### config.mk
export PLATFORM = sky130hd
export DESIGN_NAME = bank_wbuffer_mc
export DESIGN_NICKNAME = d
export VERILOG_FILES = /design/src/rtl/bank_wbuffer_mc.sv
export SDC_FILE = /design/constraint.sdc
export NUM_CORES = 2
export LEC_CHECK = 0
export CAP_MARGIN = 20
export CORE_UTILIZATION = 35
export CTS_CLUSTER_SIZE = 30
export DETAILED_ROUTE_END_ITERATION = 10
export PLACE_DENSITY_LB_ADDON = 0.25
export SLEW_MARGIN = 0
export SYNTH_ARGS = -nofsm -noshare
export SYNTH_HDL_FRONTEND = slang
export SYNTH_SLANG_ARGS = --single-unit
### constraint.sdc
create_clock -name clk_i -period 4.6 [get_ports clk_i]
set_clock_uncertainty 0.2 [all_clocks]
set_input_delay 0.92 -clock clk_i [delete_from_list [all_inputs] [get_ports clk_i]]
set_output_delay 0.92 -clock clk_i [all_outputs]
set_load 0.005 [all_outputs]
### src/rtl/bank_wbuffer_mc.sv
// Parametrised bank write buffer: per-ID payload store with byte-strobe merge, per-entry valid,
// release-on-read, occupancy status and 1/2-cycle read latency. Optional macro: WBUF_WR_BYPASS_EN.
module bank_wbuffer_mc #(
  parameter int DEPTH  = 32,
  parameter int DATA_W = 128,
  parameter int RD_LAT = 1,
  parameter int ID_W   = $clog2(DEPTH)
) (
  input  logic                clk_i,
  input  logic                rst_i,
  input  logic                wbuf_wr_req_i,
  input  logic [ID_W-1:0]     wbuf_wr_id_i,
  input  logic [DATA_W-1:0]   wbuf_wdata_i,
  input  logic [DATA_W/8-1:0] wbuf_wstrb_i,
  input  logic                wbuf_rd_req_i,
  input  logic [ID_W-1:0]     wbuf_rd_id_i,
  input  logic                wbuf_rd_release_i,
  output logic                wbuf_rd_data_valid_o,
  output logic [DATA_W-1:0]   wbuf_rd_data_o,
  output logic                wbuf_rd_err_o,
  output logic [ID_W:0]       wbuf_count_o,
  output logic                wbuf_full_o,
  output logic                wbuf_empty_o,
  output logic [DEPTH-1:0]    wbuf_entry_vld_o
);

  localparam int NB = DATA_W / 8;
  localparam logic [ID_W:0] FULL_CNT = (ID_W+1)'(DEPTH);

  if (RD_LAT != 1 && RD_LAT != 2) begin : g_bad_rd_lat
    $error("bank_wbuffer_mc: RD_LAT must be 1 or 2");
  end
  if (ID_W != $clog2(DEPTH) || DEPTH < 2 || DEPTH > 256 || (DEPTH & (DEPTH - 1)) != 0) begin : g_bad_depth
    $error("bank_wbuffer_mc: DEPTH must be a power of two in 2..256 and ID_W is derived");
  end

  logic [DATA_W-1:0] mem [DEPTH];
  logic [DEPTH-1:0]  vld_q, vld_d;
  logic [ID_W:0]     cnt_q, cnt_d;
  logic              full_q, empty_q;
  logic              rel, wr_fresh, inc;
  logic [DATA_W-1:0] wr_val, rd_val;
  logic              rd_err;

  always_comb begin
    rel      = wbuf_rd_req_i && wbuf_rd_release_i && vld_q[wbuf_rd_id_i];
    // a write landing on an entry released this cycle behaves as a fresh allocation
    wr_fresh = !vld_q[wbuf_wr_id_i] || (rel && (wbuf_rd_id_i == wbuf_wr_id_i));
    inc      = wbuf_wr_req_i && wr_fresh;

    wr_val = '0;
    for (int unsigned b = 0; b < NB; b++) begin
      if (wbuf_wstrb_i[b])
        wr_val[8*b +: 8] = wbuf_wdata_i[8*b +: 8];
      else if (!wr_fresh)
        wr_val[8*b +: 8] = mem[wbuf_wr_id_i][8*b +: 8];
    end

    rd_err = !vld_q[wbuf_rd_id_i];
    rd_val = rd_err ? '0 : mem[wbuf_rd_id_i];
`ifdef WBUF_WR_BYPASS_EN
    if (wbuf_wr_req_i && (wbuf_wr_id_i == wbuf_rd_id_i)) begin
      rd_err = 1'b0;
      rd_val = wr_val;
    end
`endif

    vld_d = vld_q;
    if (rel)           vld_d[wbuf_rd_id_i] = 1'b0;
    if (wbuf_wr_req_i) vld_d[wbuf_wr_id_i] = 1'b1;

    cnt_d = cnt_q + (ID_W+1)'(inc) - (ID_W+1)'(rel);
  end

  always_ff @(posedge clk_i) begin
    if (wbuf_wr_req_i) mem[wbuf_wr_id_i] <= wr_val;
  end

  always_ff @(posedge clk_i) begin
    if (!rst_i) begin
      vld_q   <= '0;
      cnt_q   <= '0;
      full_q  <= 1'b0;
      empty_q <= 1'b1;
    end else begin
      vld_q   <= vld_d;
      cnt_q   <= cnt_d;
      full_q  <= (cnt_d == FULL_CNT);
      empty_q <= (cnt_d == '0);
    end
  end

  // first read stage: data holds between requests so the output holds between returns
  logic              s1_vld, s1_err;
  logic [DATA_W-1:0] s1_data;

  always_ff @(posedge clk_i) begin
    if (!rst_i) begin
      s1_vld  <= 1'b0;
      s1_err  <= 1'b0;
      s1_data <= '0;
    end else begin
      s1_vld <= wbuf_rd_req_i;
      s1_err <= wbuf_rd_req_i && rd_err;
      if (wbuf_rd_req_i) s1_data <= rd_val;
    end
  end

  if (RD_LAT == 2) begin : g_lat2
    logic              s2_vld, s2_err;
    logic [DATA_W-1:0] s2_data;

    always_ff @(posedge clk_i) begin
      if (!rst_i) begin
        s2_vld  <= 1'b0;
        s2_err  <= 1'b0;
        s2_data <= '0;
      end else begin
        s2_vld <= s1_vld;
        s2_err <= s1_err;
        if (s1_vld) s2_data <= s1_data;
      end
    end

    assign wbuf_rd_data_valid_o = s2_vld;
    assign wbuf_rd_err_o        = s2_err;
    assign wbuf_rd_data_o       = s2_data;
  end else begin : g_lat1
    assign wbuf_rd_data_valid_o = s1_vld;
    assign wbuf_rd_err_o        = s1_err;
    assign wbuf_rd_data_o       = s1_data;
  end

  assign wbuf_count_o     = cnt_q;
  assign wbuf_full_o      = full_q;
  assign wbuf_empty_o     = empty_q;
  assign wbuf_entry_vld_o = vld_q;

endmodule

==> run metrics <==
run status finished, final reports clean; Finished Cell Area between 0.15 and 0.2 sq mm; Post-Syn Area per Cell around 17 sq um; CTS max path bufs 4; Synth Register Bits 4266; WP data arrival ~5200 ps; worst-path maximum fanout 17; ys async rst share 0; Total GRT Usage 0.224; startpoint types input port; Die Height approximately 700 microns; initial core utilization 0.351; global-route wire length before repair around 760 mm; fin. max-slew vios 0; Seq/Total Area, Yosys 0.764; area grow syn2layout 20.4%; die area between 0.4 and 0.5 sq mm; hold buffer count at CTS 0; r2r startpoint wbuf_entry_vld_o[3]; root buffer cell clkbuf_16; PD cells between 400 and 500 mW/mm^2; final net count between 10000 and 15000; initial antenna violation count 38; TritonCTS clock tree done; Synth Flop Type edfxtp_1; worst setup path startpoint wbuf_rd_id_i[3]; hold_ws 185 ps; relative slew slack 0.245; syn nets 9687; via count slightly below 100k; placed inst area between 0.15 and 0.2 sq mm; layout cells sized above 1 0.178; Pleak between 0.06 and 0.07 uW; Top Ports between 300 and 400; drt pass-1 iters 6; Clock Pin Slew Worst Setup and Hold Paths ~60 ps; hold_sp rst_i; Iter 0 DRT Violations around 11000; # DRC 0; number of synthesized flops with an enable pin around 4100; site row count about 250; synthesized cell area approximately 0.17 sq mm; CTS Buf Count ~450; crit share post-route 0.972; routability cong. 0.854; Least-Margin Pin Slew approximately 1100 ps; Core Region between 0.4 and 0.5 sq mm; routed wire length around 550 mm; vias in the first global route between 90000 and 100k; WP data required around 5300 ps; grt total ovfl 0; pin count of the biggest net entering global routing about 170; clock period minus worst slack 4470 ps; Chip Width ~690 microns; Final setup viols 0; synth unique cells 46; fill count 41700; Syn Inst Count roughly 9500; critical path capture point type flip-flop; Sink Count 4266; postcts setup bufs 0; PortBufs 328; Peak Freq 224 MHz; Post-DRT Antenna Nets 0; unrepaired setup endpoints after global routing no; Synth warnings 0; clk_lat worst skew between 1000 and 1500 ps; post-cts sizing count 0; max capacitance violation total 0; Wirelength per Cell approximately 31 microns; Via density 5.58; Max IR drop VDD 0.364 mV; Hold Crit Class input port to flip-flop; Final HPWL DP roughly 340 mm; Final TNS setup 0 ps; final hold vios 0; CTS HTree Levels 5; critical path class input port to flip-flop
## final cells by class
cell class | instances | area [sq um] | share of cell area
sequential | 4266 | 126000 | 0.634
multi-input combinational | 4519 | 36400 | 0.183
timing repair buffer | 1617 | 13900 | 0.0697
clock buffer | 591 | 12100 | 0.0605
tap | 6223 | 7790 | 0.0391
clock inverter | 236 | 2520 | 0.0126
inverter | 26 | 97.6 | 0.000490
antenna | 27 | 67.6 | 0.000339
## state kept, by name, indices dropped and copies added, names as in the netlist
register	count
mem	4096
wbuf_count_o	6
wbuf_empty_o	1
wbuf_entry_vld_o	32
wbuf_full_o	1
wbuf_rd_data_o	128
wbuf_rd_data_valid_o	1
wbuf_rd_err_o	1
## routing by layer
| metal | track usage | part of all wire | vias to the layer above |
|---|---|---|---|
| li1 | - | - | 41600 |
| met1 | 0.305 | 0.41 | 50700 |
| met2 | 0.363 | 0.47 | 4441 |
| met3 | 0.0351 | 0.075 | 907 |
| met4 | 0.0802 | 0.038 | 16 |
| met5 | 0 | 0.00019 | - |
## logic make-up after synthesis
group           count (synthesis)  share of synthesized area
flops                        4266                      0.764
mux                          2081                      0.126
compound gates               1758                     0.0685
buf+inv                       736                     0.0188
simple gates                  665                     0.0223
xor+xnor                        8                   0.000423
fa+ha+maj                       7                   0.000574
## final timing paths
kind | slack, ps | cells after the start | end
hold / removal | 190 | 2 | wbuf_empty_o
setup reg to reg | 400 | 17 | wbuf_full_o
setup / recovery | 130 | 18 | wbuf_full_o
hold reg to reg | 280 | 1 | wbuf_rd_data_o[13]
## critical path: stages
cell,delay [ps]
clkdlybuf4s50_1,530
buf_12,170
or4bb_4,560
o22ai_1,260
or4_1,220
o21ai_4,60
a21bo_2,220
ha_1,310
inv_2,180
ha_1,230
inv_1,70
fa_1,430
nor2b_1,160
o21ai_0,120
a21boi_1,210
buf_4,160
nor2_1,50
and4b_1,270
## power breakdown
part | internal (uW) | total [uW] | switching [uW]
registers | 43000 | 43100 | 124
clock network | 20700 | 35900 | 15200
logic | 1680 | 5080 | 3400
## through the flow
| stage | cells | total power [uW] | setup WS (ps) | utilization |
|---|---|---|---|---|
| 6_report | 17500 | 84100 | 128 | 0.423 |
| 5_1_grt | 17500 | 86200 | 29.2 | 0.423 |
| 4_1_cts | 17500 | 84600 | 55.5 | 0.423 |
| 3_5_place_dp | 16700 | 49000 | -953 | 0.392 |
| 3_3_place_gp | 16700 | 49000 | -1240 | 0.392 |
| 2_1_floorplan | 9521 | 46400 | 18.8 | - |
## synthesized netlist by cell type (3+ instances only)
| cell type | instances | area [sq um] |
|---|---|---|
| a22o_1 | 128 | 1120 |
| a21oi_1 | 20 | 100 |
| o22ai_1 | 1064 | 6660 |
| dfxtp_1 | 170 | 3400 |
| and3b_1 | 4 | 35.0 |
| buf_4 | 15 | 113 |
| or4bb_1 | 3 | 33.8 |
| and2_1 | 130 | 813 |
| or4_1 | 3 | 22.5 |
| xor2_1 | 3 | 26.3 |
| buf_1 | 47 | 176 |
| nand4_1 | 4 | 25.0 |
| or4b_2 | 3 | 30.0 |
| xnor2_1 | 5 | 43.8 |
| nand2_1 | 214 | 803 |
| a211oi_1 | 16 | 120 |
| nor2_1 | 8 | 30.0 |
| buf_2 | 228 | 1140 |
| nand4b_1 | 6 | 52.6 |
| clkbuf_1 | 420 | 1580 |
| ha_1 | 6 | 75.1 |
| nor3b_1 | 10 | 75.1 |
| nor3_1 | 5 | 25.0 |
| nor4_1 | 258 | 1610 |
| nand3_1 | 3 | 15.0 |
| mux2i_1 | 2081 | 20800 |
| a31oi_1 | 513 | 3210 |
| a22oi_1 | 8 | 60.1 |
| nand4bb_1 | 3 | 33.8 |
| inv_1 | 26 | 97.6 |
| edfxtp_1 | 4096 | 123000 |
## cells in the final DEF, fill, tap and decap left out, drive strengths merged, types with 3 or more instances in the layout
master         instances
nand4bb                3
a22o                 128
clkbuf               591
or4bb                  3
nand4                  4
diode                 27
a21oi                 20
bufinv                40
xnor2                  5
or4b                   4
or4                    3
o22ai               1064
clkinv               170
nand2                214
clkinvlp              16
buf                 1291
nand3                  3
a31oi                513
a211oi                16
nor3                   5
nor3b                 10
ha                     6
nor4                 260
clkdlybuf4s50        326
edfxtp              4096
and3b                  4
a22oi                  8
xor2                   3
and2                 130
inv                   36
dfxtp                170
nor2                   8
mux2i               2081
nand4b                 6
(Power assumes the default switching activity.)
